## config.mk

```make
export PLATFORM = sky130hd
export DESIGN_NAME = cos_scheduler
export DESIGN_NICKNAME = d
export VERILOG_FILES = /design/src/rtl/cos_sched_pkg.sv /design/src/rtl/rr_arbiter.sv /design/src/rtl/cos_scheduler.sv
export SDC_FILE = /design/constraint.sdc
export NUM_CORES = 1
export LEC_CHECK = 0
export ABC_CLOCK_PERIOD_IN_PS = 3600
export BUFFER_PORTS_ARGS = -buffer_cell sky130_fd_sc_hd__clkbuf_2
export CAP_MARGIN = 20
export CORE_ASPECT_RATIO = 0.7
export CORE_MARGIN = 4
export CORE_UTILIZATION = 50
export DETAILED_ROUTE_END_ITERATION = 10
export PLACE_DENSITY_LB_ADDON = 0.05
export SLEW_MARGIN = 20
export SYNTH_ARGS = -nofsm -noshare
export SYNTH_HDL_FRONTEND = slang
export SYNTH_SLANG_ARGS = --single-unit
```

## constraint.sdc

```tcl
create_clock -name clk -period 3.6 [get_ports clk]
set_input_delay 0.18 -clock clk [delete_from_list [all_inputs] [get_ports clk]]
set_output_delay 0.18 -clock clk [all_outputs]
set_load 0.005 [all_outputs]
```

## src/rtl/cos_sched_pkg.sv

```systemverilog
// Shared types and widths for the cosine-unit scheduler.
// The state encoding and operand/result widths match the coss unit interface.
package cos_sched_pkg;

  localparam int X_W    = 10;
  localparam int Y_W    = 8;
  localparam int INT_W  = 2;
  localparam int FRAC_W = 8;
  localparam int GID_W  = 3;

  typedef enum logic [1:0] {
    IDLE  = 2'd0,
    START = 2'd1,
    WAIT  = 2'd2,
    RESP  = 2'd3
  } state_e;

endpackage

```

## src/rtl/rr_arbiter.sv

```systemverilog
// Combinational round-robin pick: first requester at or after ptr, searching cyclically.
// The pointer register lives in the caller.
module rr_arbiter #(
  parameter int N     = 4,
  parameter int PTR_W = $clog2(N)
) (
  input  logic [N-1:0]     req,
  input  logic [PTR_W-1:0] ptr,
  output logic [N-1:0]     gnt,
  output logic [PTR_W-1:0] gnt_idx,
  output logic             any
);

  always_comb begin
    gnt     = '0;
    gnt_idx = '0;
    any     = |req;
    // Walk from the farthest offset back to ptr so the nearest pending requester wins.
    for (int k = N - 1; k >= 0; k--) begin
      if (req[(int'(ptr) + k) % N]) begin
        gnt                          = '0;
        gnt[(int'(ptr) + k) % N]     = 1'b1;
        gnt_idx                      = PTR_W'((int'(ptr) + k) % N);
      end
    end
  end

endmodule

```

## src/rtl/cos_scheduler.sv

```systemverilog
// Round-robin scheduler sharing one coss cosine unit between N requesters,
// with a start pulse sequencer, stale-done rejection and a timeout watchdog.
//
// state | meaning
// IDLE  | nothing in flight; arbitrate and latch operands of the winner
// START | cos_start held high for START_CYCLES cycles
// WAIT  | wait for a fresh cos_done or the watchdog reaching TIMEOUT
// RESP  | one-cycle ack to the granted requester with the captured result
module cos_scheduler
  import cos_sched_pkg::*;
#(
  parameter int N            = 4,
  parameter int START_CYCLES = 2,
  parameter int TIMEOUT      = 1023
) (
  input  logic                clk,
  input  logic                rst,
  input  logic [N-1:0]        req,
  input  logic [N*X_W-1:0]    req_x,
  input  logic [N*Y_W-1:0]    req_y,
  output logic [N-1:0]        ack,
  output logic [INT_W-1:0]    res_int,
  output logic [FRAC_W-1:0]   res_frac,
  output logic                res_err,
  output logic                busy,
  output logic [GID_W-1:0]    grant_id,
  output logic                cos_start,
  output logic [X_W-1:0]      cos_x,
  output logic [Y_W-1:0]      cos_y,
  input  logic                cos_done,
  input  logic [INT_W-1:0]    cos_intpart,
  input  logic [FRAC_W-1:0]   cos_fracpart
);

  localparam int PTR_W = $clog2(N);
  localparam int WD_W  = $clog2(TIMEOUT + 1);
  localparam int SC_W  = (START_CYCLES > 1) ? $clog2(START_CYCLES) : 1;

  state_e              state_q, state_d;
  logic [PTR_W-1:0]    rr_ptr_q, rr_ptr_d;
  logic [N-1:0]        gnt_oh_q, gnt_oh_d;
  logic [GID_W-1:0]    grant_id_q, grant_id_d;
  logic [X_W-1:0]      cos_x_q, cos_x_d;
  logic [Y_W-1:0]      cos_y_q, cos_y_d;
  logic                cos_start_q, cos_start_d;
  logic [SC_W-1:0]     start_cnt_q, start_cnt_d;
  logic [WD_W-1:0]     wdog_q, wdog_d;
  logic                seen_low_q, seen_low_d;
  logic [N-1:0]        ack_q, ack_d;
  logic [INT_W-1:0]    res_int_q, res_int_d;
  logic [FRAC_W-1:0]   res_frac_q, res_frac_d;
  logic                res_err_q, res_err_d;
  logic                busy_q, busy_d;

  logic [N-1:0]        arb_gnt;
  logic [PTR_W-1:0]    arb_idx;
  logic                arb_any;

  rr_arbiter #(.N(N), .PTR_W(PTR_W)) u_arb (
    .req     (req),
    .ptr     (rr_ptr_q),
    .gnt     (arb_gnt),
    .gnt_idx (arb_idx),
    .any     (arb_any)
  );

  always_comb begin
    state_d     = state_q;
    rr_ptr_d    = rr_ptr_q;
    gnt_oh_d    = gnt_oh_q;
    grant_id_d  = grant_id_q;
    cos_x_d     = cos_x_q;
    cos_y_d     = cos_y_q;
    cos_start_d = 1'b0;
    start_cnt_d = start_cnt_q;
    wdog_d      = wdog_q;
    seen_low_d  = seen_low_q;
    ack_d       = '0;
    res_int_d   = res_int_q;
    res_frac_d  = res_frac_q;
    res_err_d   = res_err_q;

    unique case (state_q)
      IDLE: begin
        if (arb_any) begin
          state_d     = START;
          gnt_oh_d    = arb_gnt;
          grant_id_d  = GID_W'(arb_idx);
          cos_x_d     = req_x[arb_idx*X_W +: X_W];
          cos_y_d     = req_y[arb_idx*Y_W +: Y_W];
          rr_ptr_d    = (arb_idx == PTR_W'(N - 1)) ? '0 : arb_idx + 1'b1;
          start_cnt_d = SC_W'(START_CYCLES - 1);
          cos_start_d = 1'b1;
        end
      end
      START: begin
        if (start_cnt_q == '0) begin
          state_d    = WAIT;
          wdog_d     = '0;
          seen_low_d = 1'b0;
        end else begin
          start_cnt_d = start_cnt_q - 1'b1;
          cos_start_d = 1'b1;
        end
      end
      WAIT: begin
        // A done level is only trusted once it has been seen low in this operation.
        seen_low_d = seen_low_q | ~cos_done;
        wdog_d     = (wdog_q == WD_W'(TIMEOUT)) ? wdog_q : wdog_q + 1'b1;
        if (seen_low_q && cos_done) begin
          state_d    = RESP;
          res_int_d  = cos_intpart;
          res_frac_d = cos_fracpart;
          res_err_d  = 1'b0;
          ack_d      = gnt_oh_q;
        end else if (wdog_q == WD_W'(TIMEOUT)) begin
          state_d    = RESP;
          res_int_d  = '0;
          res_frac_d = '0;
          res_err_d  = 1'b1;
          ack_d      = gnt_oh_q;
        end
      end
      RESP: begin
        state_d = IDLE;
      end
      default: begin
        state_d = IDLE;
      end
    endcase

    busy_d = (state_d != IDLE);
  end

  always_ff @(posedge clk) begin
    if (rst) begin
      state_q     <= IDLE;
      rr_ptr_q    <= '0;
      gnt_oh_q    <= '0;
      grant_id_q  <= '0;
      cos_x_q     <= '0;
      cos_y_q     <= '0;
      cos_start_q <= 1'b0;
      start_cnt_q <= '0;
      wdog_q      <= '0;
      seen_low_q  <= 1'b0;
      ack_q       <= '0;
      res_int_q   <= '0;
      res_frac_q  <= '0;
      res_err_q   <= 1'b0;
      busy_q      <= 1'b0;
    end else begin
      state_q     <= state_d;
      rr_ptr_q    <= rr_ptr_d;
      gnt_oh_q    <= gnt_oh_d;
      grant_id_q  <= grant_id_d;
      cos_x_q     <= cos_x_d;
      cos_y_q     <= cos_y_d;
      cos_start_q <= cos_start_d;
      start_cnt_q <= start_cnt_d;
      wdog_q      <= wdog_d;
      seen_low_q  <= seen_low_d;
      ack_q       <= ack_d;
      res_int_q   <= res_int_d;
      res_frac_q  <= res_frac_d;
      res_err_q   <= res_err_d;
      busy_q      <= busy_d;
    end
  end

  assign ack       = ack_q;
  assign res_int   = res_int_q;
  assign res_frac  = res_frac_q;
  assign res_err   = res_err_q;
  assign busy      = busy_q;
  assign grant_id  = grant_id_q;
  assign cos_start = cos_start_q;
  assign cos_x     = cos_x_q;
  assign cos_y     = cos_y_q;

endmodule

```

==> impl_metrics.ini <==
[clock_tree]
h-tree-depth = 3
clkTransAtPathRegs_ns = 0.08
clk_latency_ns = 0.34
postCtsHoldBufs = 0
cts_tree = yes
clock_path_buffers = 2
cts_made_buffers = 9
cts_sinks = 57
post_cts_buffers = 0
clockRootBuffer = clkbuf_8
ctsResizeCount = 0

[timing]
rsz0062_at_grt = false
finalSetupViolations = 0
clock.fmax_mhz = 328
skew_ns = 0.0150
finalCritPeriodShare = 0.847
slew_headroom = 0.395
hold_viol = 0
fin_crit_ns = 3.05
tns_ns = 0
tightest_slew_ns = 0.896
drv_slew = 0

[global_route]
antenna_found_initial = 0
grt_pass1_wl_um = 16800
grt_max_degree = 47
grt_pass1_vias = 3420
grt_usage = 0.244
grt_overflow_total = 0

[worst_setup_path]
cp.arrival_ns = 3.30
cp_max_fo = 39
cpMaxStageDelayCell = a21o_2
cp.required_ns = 3.85
critPathKind = reg2reg
end_kind = flip-flop
setup.worst_path.start = rr_ptr_q[1]
r2r-start = rr_ptr_q[1]
worst_setup_path_start_kind = flip-flop
cp_cell_sequence = buf_4, inv_1, ha_1, mux4_2, a31oi_4, a21o_2, a221oi_1, o31ai_1
cpPeakStageDelay_ns = 0.61

[floorplan]
pin_count = 127
die_y_um = 77.3
initial_core_util = 0.532
rows = 24
die_w_um = 107
die_area_um2 = 8280
coreArea_um2 = 6460

[cells_and_area]
layout_common_cells = clkbuf_2, dfxtp_1, inv_1
finalInstanceArea_um2 = 4270
final_util = 0.661
multi_input_area_um2 = 1960
seq_area_um2 = 1140
fill_cells = 568
layout_commonest_cell = clkbuf_2
antenna_cells = 0
drive_gt1_frac = 0.319
layout.nets = 604
area_growth_pct = 24.2
post_layout_nonfiller_instances = 602

[power]
ir_drop_v = 0.000496
pwr_density_cell_nw_per_um2 = 664
p_leak_nw = 1.88
finalPower_mw = 2.83

[detailed_routing]
drc = 0
ant_nets = 0
via_count = 3628
firstDrtPassIters = 5
first_iter_violations = 296
finalWirelength_um = 10100
viasPerCell = 6.03
wl_per_cell_um = 16.9

[place]
postPlaceCellArea_um2 = 4070
dpl.hpwl_um = 7190
placed_cells_incl_taps = 586
port_buffers = 125
place_congestion = 0.894

[yosys]
synth_cell_types = 47
async_flop_share = 0
synth_fp_nets = 497
syn-cell-area_um2 = 3430
syn-instance-count = 399
ys_warn_count = 0
synth-seq-cells = 57
synth_ff_type = dfxtp_1
synth-edff-count = 0
ys_seq_area_frac = 0.332
avgSynthCellArea_um2 = 8.60

[status]
outcome = complete, no violations

[hold_path]
hold_path_class = in2reg
hold_path_startpoint = cos_fracpart[1]

[flow_run]
drv_cap = 0
-- kinds of logic (layout without fill, tap and decap cells) --
| family | count (synthesis) | in the layout | share of synthesized area |
|---|---|---|---|
| muxes | 8 | 8 | 0.0383 |
| buffers and inverters | 79 | 191 | 0.101 |
| adders and majority gates | 9 | 9 | 0.0328 |
| and+or+nand+nor | 95 | 95 | 0.152 |
| AOI/OAI and AO/OA | 142 | 142 | 0.323 |
| DFF | 57 | 57 | 0.332 |
| other | 1 | 1 | 0.00109 |
| xor gates and xnor gates | 8 | 8 | 0.0204 |
-- cells in the mapped netlist, types with 5 or more instances --
| library cell | n | area share |
|---|---|---|
| xor2_1 | 8 | 0.020 |
| and2_1 | 5 | 0.0091 |
| inv_1 | 39 | 0.043 |
| a22oi_1 | 10 | 0.022 |
| nor3_1 | 6 | 0.0087 |
| dfxtp_1 | 57 | 0.33 |
| buf_2 | 16 | 0.023 |
| and3_1 | 6 | 0.011 |
| o31ai_1 | 19 | 0.042 |
| a2111oi_0 | 18 | 0.046 |
| clkbuf_1 | 18 | 0.020 |
| a21oi_1 | 10 | 0.015 |
| nor2b_1 | 7 | 0.013 |
| a211oi_1 | 36 | 0.079 |
| nand3b_1 | 19 | 0.042 |
| nor2_1 | 36 | 0.039 |
| ha_1 | 9 | 0.033 |
| o31a_1 | 5 | 0.013 |
| a221oi_1 | 22 | 0.056 |
-- cell type report --
class	instances	share of cell area
Multi-Input combinational cell	263	0.460
Sequential cell	57	0.268
Timing Repair Buffer	136	0.166
Inverter	39	0.0343
Clock buffer	10	0.0299
Tap cell	91	0.0267
Clock inverter	6	0.0158
-- worst paths after layout --
path                                    end  slack, ns  cells past startpoint
worst min-delay path            res_frac[1]       0.09                      3
worst min register to register       ack[2]       0.47                      1
worst max-delay path               cos_x[3]       0.55                      8
worst max register to register     cos_x[3]       0.55                      8
-- flip-flops by register name, indices dropped and copies added, names as in the netlist --
register	count
cos_x	10
wdog_q	10
cos_y	8
res_frac	8
ack	4
gnt_oh_q	4
grant_id	2
res_int	2
rr_ptr_q	2
state_q	2
busy	1
cos_start	1
res_err	1
seen_low_q	1
start_cnt_q	1
-- worst max-delay path, delay by kind of cell (launching register included) --
kind / cells / cell delay [ns]
adders and majority gates: 1 / 0.39
AOI/OAI and AO/OA: 4 / 1.48
buffers and inverters: 2 / 0.28
DFF: 1 / 0.32
muxes: 1 / 0.46
-- stage by stage --
stage	hold WS [ns]	setup WS (ns)
final	0.0939	0.550
after global routing	0.0956	0.298
after CTS	0.0839	0.595
after detailed placement	0.443	0.623
after global placement	0.427	0.764
after floorplan	0.342	0.969
-- where the power goes --
group	switching (mW)	internal, mW
Sequential	0.0853	0.777
Clock	0.275	0.322
Combinational	0.815	0.556
Total	1.18	1.65
-- per-layer routing --
layer	share of wire	wire, µm	global-route usage
met1	0.45	4570	0.350
met2	0.45	4530	0.366
met3	0.093	945	0.0605
met4	0.010	103	0.0639
met5	0	0	0
No activity file was read; power rests on OpenSTA's default activity.
